File: src/rtl/rf_write_arbiter.sv
// rtl/rf_write_arbiter.sv - register-file write-port arbiter with MDU result FIFO and hazard scoreboard
module rf_write_arbiter #(
    parameter int WIDTH        = 32,
    parameter int DEPTH        = 2,
    parameter int STARVE_LIMIT = 4
) (
    input  logic             clk,
    input  logic             rst,
    input  logic             wb_valid,
    input  logic [4:0]       wb_addr,
    input  logic [WIDTH-1:0] wb_data,
    output logic             wb_hold,
    input  logic             mdu_valid,
    output logic             mdu_ready,
    input  logic [4:0]       mdu_addr,
    input  logic [WIDTH-1:0] mdu_data,
    input  logic             mdu_issue,
    input  logic [4:0]       mdu_issue_addr,
    input  logic [4:0]       id_rs,
    input  logic [4:0]       id_rt,
    input  logic [4:0]       id_rd,
    output logic             id_stall,
    output logic             rf_we,
    output logic [4:0]       rf_waddr,
    output logic [WIDTH-1:0] rf_wdata
);

    localparam int PW = (DEPTH > 2) ? $clog2(DEPTH) : 1;
    localparam int CW = $clog2(DEPTH + 1);
    localparam int SW = (STARVE_LIMIT > 1) ? $clog2(STARVE_LIMIT + 1) : 1;

    localparam logic [CW-1:0] COUNT_FULL = CW'(DEPTH);
    localparam logic [SW-1:0] STARVE_MAX = SW'(STARVE_LIMIT);

    typedef enum logic [1:0] {
        GNT_NONE,
        GNT_WB,
        GNT_MDU
    } grant_e;

    // FIFO storage is not reset: entries are only read after being written
    logic [4:0]       fifo_addr_q [DEPTH];
    logic [WIDTH-1:0] fifo_data_q [DEPTH];

    logic [PW-1:0] rd_ptr_q, rd_ptr_d;
    logic [PW-1:0] wr_ptr_q, wr_ptr_d;
    logic [CW-1:0] count_q, count_d;
    logic [SW-1:0] starve_q, starve_d;
    logic [31:0]   pending_q, pending_d;

    grant_e           grant;
    logic             fifo_empty;
    logic             forced_drain;
    logic             push;
    logic             pop;
    logic [4:0]       head_addr;
    logic [WIDTH-1:0] head_data;
    logic [4:0]       sel_addr;
    logic [WIDTH-1:0] sel_data;

    assign fifo_empty   = (count_q == '0);
    assign forced_drain = !fifo_empty && (starve_q == STARVE_MAX);
    assign head_addr    = fifo_addr_q[rd_ptr_q];
    assign head_data    = fifo_data_q[rd_ptr_q];

    // Full FIFO refuses a push even if the same cycle pops.
    assign mdu_ready = (count_q != COUNT_FULL);
    assign push      = mdu_valid && mdu_ready;

    always_comb begin
        grant   = GNT_NONE;
        wb_hold = 1'b0;
        if (forced_drain) begin
            grant   = GNT_MDU;
            wb_hold = 1'b1;
        end else if (wb_valid) begin
            grant = GNT_WB;
        end else if (!fifo_empty) begin
            grant = GNT_MDU;
        end
    end

    assign pop = (grant == GNT_MDU);

    always_comb begin
        sel_addr = wb_addr;
        sel_data = wb_data;
        if (grant == GNT_MDU) begin
            sel_addr = head_addr;
            sel_data = head_data;
        end
    end

    // r0 is hardwired zero; a popped r0 result still drains the FIFO.
    assign rf_we    = rst && (grant != GNT_NONE) && (sel_addr != 5'd0);
    assign rf_waddr = sel_addr;
    assign rf_wdata = sel_data;

    always_comb begin
        rd_ptr_d = rd_ptr_q;
        wr_ptr_d = wr_ptr_q;
        count_d  = count_q;
        if (pop) begin
            rd_ptr_d = rd_ptr_q + PW'(1);
        end
        if (push) begin
            wr_ptr_d = wr_ptr_q + PW'(1);
        end
        case ({push, pop})
            2'b10:   count_d = count_q + CW'(1);
            2'b01:   count_d = count_q - CW'(1);
            default: count_d = count_q;
        endcase
    end

    always_comb begin
        starve_d = starve_q;
        if (fifo_empty || pop) begin
            starve_d = '0;
        end else if (starve_q != STARVE_MAX) begin
            starve_d = starve_q + SW'(1);
        end
    end

    // Set is applied after clear so a same-cycle reissue keeps the bit.
    always_comb begin
        pending_d = pending_q;
        if (pop && (head_addr != 5'd0)) begin
            pending_d[head_addr] = 1'b0;
        end
        if (mdu_issue && (mdu_issue_addr != 5'd0)) begin
            pending_d[mdu_issue_addr] = 1'b1;
        end
        pending_d[0] = 1'b0;
    end

    assign id_stall = ((id_rs != 5'd0) && pending_q[id_rs])
                    | ((id_rt != 5'd0) && pending_q[id_rt])
                    | ((id_rd != 5'd0) && pending_q[id_rd]);

    always_ff @(posedge clk) begin
        if (!rst) begin
            rd_ptr_q  <= '0;
            wr_ptr_q  <= '0;
            count_q   <= '0;
            starve_q  <= '0;
            pending_q <= '0;
        end else begin
            rd_ptr_q  <= rd_ptr_d;
            wr_ptr_q  <= wr_ptr_d;
            count_q   <= count_d;
            starve_q  <= starve_d;
            pending_q <= pending_d;
        end
    end

    always_ff @(posedge clk) begin
        if (rst && push) begin
            fifo_addr_q[wr_ptr_q] <= mdu_addr;
            fifo_data_q[wr_ptr_q] <= mdu_data;
        end
    end

endmodule

File: config.mk
export PLATFORM = sky130hd
export DESIGN_NAME = rf_write_arbiter
export DESIGN_NICKNAME = d
export VERILOG_FILES = /design/src/rtl/rf_write_arbiter.sv
export SDC_FILE = /design/constraint.sdc
export NUM_CORES = 1
export LEC_CHECK = 0
export BUFFER_PORTS_ARGS = -buffer_cell sky130_fd_sc_hd__clkbuf_2
export CORE_ASPECT_RATIO = 0.7
export CORE_UTILIZATION = 50
export CTS_CLUSTER_DIAMETER = 60
export CTS_CLUSTER_SIZE = 28
export DETAILED_ROUTE_END_ITERATION = 10
export PLACE_DENSITY = 0.82
export SLEW_MARGIN = 20
export SYNTH_ARGS = -nofsm -noshare
export SYNTH_HDL_FRONTEND = slang
export SYNTH_SLANG_ARGS = --single-unit
File: constraint.sdc
create_clock -name clk -period 4.41 [get_ports clk]
set_input_delay 0 -clock clk [delete_from_list [all_inputs] [get_ports clk]]
set_output_delay 0 -clock clk [all_outputs]
set_load 0.05 [all_outputs]
==> results.py <==
metrics = {
    "critical_path": {
        "critical_path_class": "reg -> out",
        "cp_data_arrival_time_ns": 3.33,
        "critical_path_buf_inv_count": 3,
        "cp_top_family": "buffers and inverters",
        "cpPeakStageDelay_ns": 0.49,
        "slowest_stage": "buf_4",
        "start_kind": "register",
        "cp.required_ns": 4.41,
        "reg2reg_setup_slack_ns": 1.83,
        "critPathMaxFanout": 70,
        "cp_num_cells": 9,
        "r2r_cells": 8,
        "worstPathCellList": "inv_1 > ha_1 > a21boi_0 > nand2b_2 > buf_4 > nor2_1 > or3b_2 > o311a_1 > clkbuf_2",
        "crit_path_end_kind": "output port",
    },
    "min_path": {
        "worstHoldPathCells": 4,
        "holdCritPathClass": "in -> reg",
    },
    "pwr": {
        "power_density_nw_per_um2": 540,
        "leakagePower_nw": 2.91,
        "ir_drop_v": 0.000432,
    },
    "clock_tree": {
        "clockBufferDepth": 2,
        "path_clk_slew_ns": 0.05,
        "cts_setup_buffers": 0,
        "cts.sinks": 113,
        "clock_latency_ns": 0.40,
        "cts_tree": "built",
        "cts_root_buf": "clkbuf_16",
        "cts_buffers": 17,
        "cts_max_level": 4,
    },
    "logic_synthesis": {
        "synth_adder_area_share_pct": 0.669,
        "syn_inst": 516,
        "ys_warn_count": 0,
        "synth_largest_area_cell": "edfxtp_1",
        "synth_fp_nets": 618,
        "synth_mux_area_share_pct": 15.5,
        "ys_seq_area_share_pct": 53.5,
        "avgSynthCellArea_sq_um": 10.9,
        "synth_compound_area_share_pct": 12.8,
        "yosys.area.top_type_share_pct": 39.6,
        "yosysMostFrequentCell": "nand2_1",
        "synth.distinct_cells": 53,
        "synth.ff_latch_count": 113,
        "yosys-top-cells-area": "edfxtp_1 40%, dfxtp_1 14%, mux2i_1 8.2%",
        "synthArstFlopShare_pct": 0,
        "ys.flop_type": "edfxtp_1",
        "synthesis.area_sq_um": 5610,
        "synth_xor_area_share_pct": 0.780,
        "synth_edf_count": 74,
        "yosys.area_share.simple_pct": 13.8,
        "synth_commonest_cells": "83 x nand2_1, 74 x edfxtp_1, 62 x o21ai_0, 46 x mux2i_1, 39 x dfxtp_1",
        "synth_top_family_by_area": "multiplexers",
    },
    "timing": {
        "finalCritPeriodShare_pct": 75.5,
        "fin_tns_setup_ns": 0,
        "setup_violations": 0,
        "worst_slew_pin_slew_ns": 0.859,
        "rsz0062_at_grt": "false",
        "hold_viol_final": 0,
        "skew_ns": 0.00650,
        "slew_viol_final": 0,
        "fmax_mhz": 301,
        "relSlewSlack_pct": 42.2,
        "final.min_clock_period_ns": 3.33,
    },
    "route": {
        "dr.pass1.iters": 5,
        "drcViolationCount": 0,
        "drt-total-wl_mm": 15.1,
        "antenna_left": 0,
        "wl_per_cell_um": 17.6,
        "num_vias": 4917,
        "avgViaCountPerCell": 5.75,
        "dr.first_iter.drc_count": 486,
    },
    "floorplan": {
        "dieArea_sq_um": 11700,
        "io_pins": 140,
        "start_util_pct": 52.8,
        "die_x_um": 129,
        "coreArea_sq_um": 10600,
        "rows": 31,
        "die_h_um": 90.6,
    },
    "global_route": {
        "antenna_found_initial": 0,
        "grtUsageTotal_pct": 27.4,
        "grt_pass1_vias": 4820,
        "grt_pass1_wl_mm": 24.4,
        "overflow": 0,
        "grt_max_degree": 71,
    },
    "finish": {
        "drive_above_1_share_pct": 28.6,
        "multi_input_area_sq_um": 2450,
        "nNetsFinal": 796,
        "seqCellArea_sq_um": 3000,
        "num-fill-cells": 726,
        "area_growth_pct": 32.8,
        "n_antenna_cell": 0,
        "fin_area_sq_um": 7460,
    },
    "placement": {
        "place_area_sq_um": 6430,
        "numPortBuffers": 139,
        "hpwl_mm": 10.3,
        "gp_congestion": 0.893,
    },
    "job": {
        "cap_violations": 0,
    },
    "status": {
        "status": "finished clean",
    },
}
routing by layer:
layer  routed length [um]  track usage, %
met1                 6050            35.1
met2                 7230            43.4
met4                  356            10.0
met5                    0               0
met3                 1420            8.83
cells by family (layout without fill, tap and decap cells):
family | after synthesis | after routing
DFF | 113 | 113
buffers and inverters | 40 | 231
muxes | 66 | 66
xor gates and xnor gates | 5 | 5
AOI/OAI and AO/OA | 124 | 124
adders and majority gates | 3 | 3
and+or+nand+nor | 165 | 165
layout by cell type (no fill, tap or decap), types with 5 or more instances in the layout:
| master | Yosys | routed |
|---|---|---|
| clkbuf_2 | 0 | 139 |
| nand2_1 | 83 | 83 |
| edfxtp_1 | 74 | 74 |
| o21ai_0 | 62 | 62 |
| mux2i_1 | 46 | 46 |
| dlygate4sd3_1 | 0 | 42 |
| dfxtp_1 | 39 | 38 |
| a21oi_1 | 31 | 31 |
| nor2_1 | 25 | 25 |
| clkbuf_16 | 0 | 17 |
| nand2b_1 | 16 | 15 |
| inv_1 | 11 | 11 |
| mux4_2 | 11 | 11 |
| nor2b_1 | 6 | 6 |
| nand3_1 | 6 | 6 |
| mux2_2 | 5 | 5 |
| o22ai_1 | 5 | 5 |
| buf_4 | 1 | 5 |
sequential cells by signal, indices dropped and copies added (netlist names), named ones only:
signal and count:
fifo_data_q 64, starve_q 3, pending_q 31, count_q 2, rd_ptr_q 1, fifo_addr_q 10
wr_ptr_q 1
worst min-delay path, cell delays in order:
cell and delay (ns):
clkbuf_2 0.13, nor4_1 0.12, nand2_1 0.09, a21oi_1 0.06
path summary, 6_finish.rpt:
| path | from | to |
|---|---|---|
| setup / recovery | starve_q[0] | rf_we |
| hold reg to reg | starve_q[0] | starve_q[0] |
| hold / removal | mdu_issue_addr[2] | pending_q[2] |
| setup reg to reg | starve_q[0] | count_q[1] |
stage by stage:
stage | cells | util (%) | power [mW] | setup slack (ns) | hold WS [ns]
floorplan | 516 | - | 2.29 | 0.295 | 0.0989
CTS | 855 | 70.2 | 4.03 | 1.08 | 0.0167
finish | 855 | 70.2 | 4.03 | 1.08 | 0.0493
global placement | 781 | 60.5 | 2.58 | 1.71 | 0.189
global route | 855 | 70.2 | 4.19 | 0.896 | 0.0562
detailed placement | 781 | 60.5 | 2.61 | 1.57 | 0.193
layout make-up:
cell class                 instances  share of cell area, %
sequential                       113                   40.3
multi-input combinational        363                   32.9
timing repair buffer             186                   15.5
clock buffer                      17                   5.71
tap                              148                   2.48
clock inverter                    15                   2.47
inverter                          13                  0.654
where the power goes:
part | switching [mW] | internal, mW | total [mW] | leakage [nW]
sequential | 0.0445 | 1.23 | 1.27 | 0.995
combinational | 0.997 | 0.375 | 1.37 | 1.63
clock | 0.493 | 0.893 | 1.39 | 0.290
total | 1.53 | 2.49 | 4.03 | 2.91
timing repair:
action / CTS / global route
resized for setup: 0 / 0
hold endpoints to repair: 87 / 0
hold buffers: 42 / 0
Power figures use the tool's default switching activity.
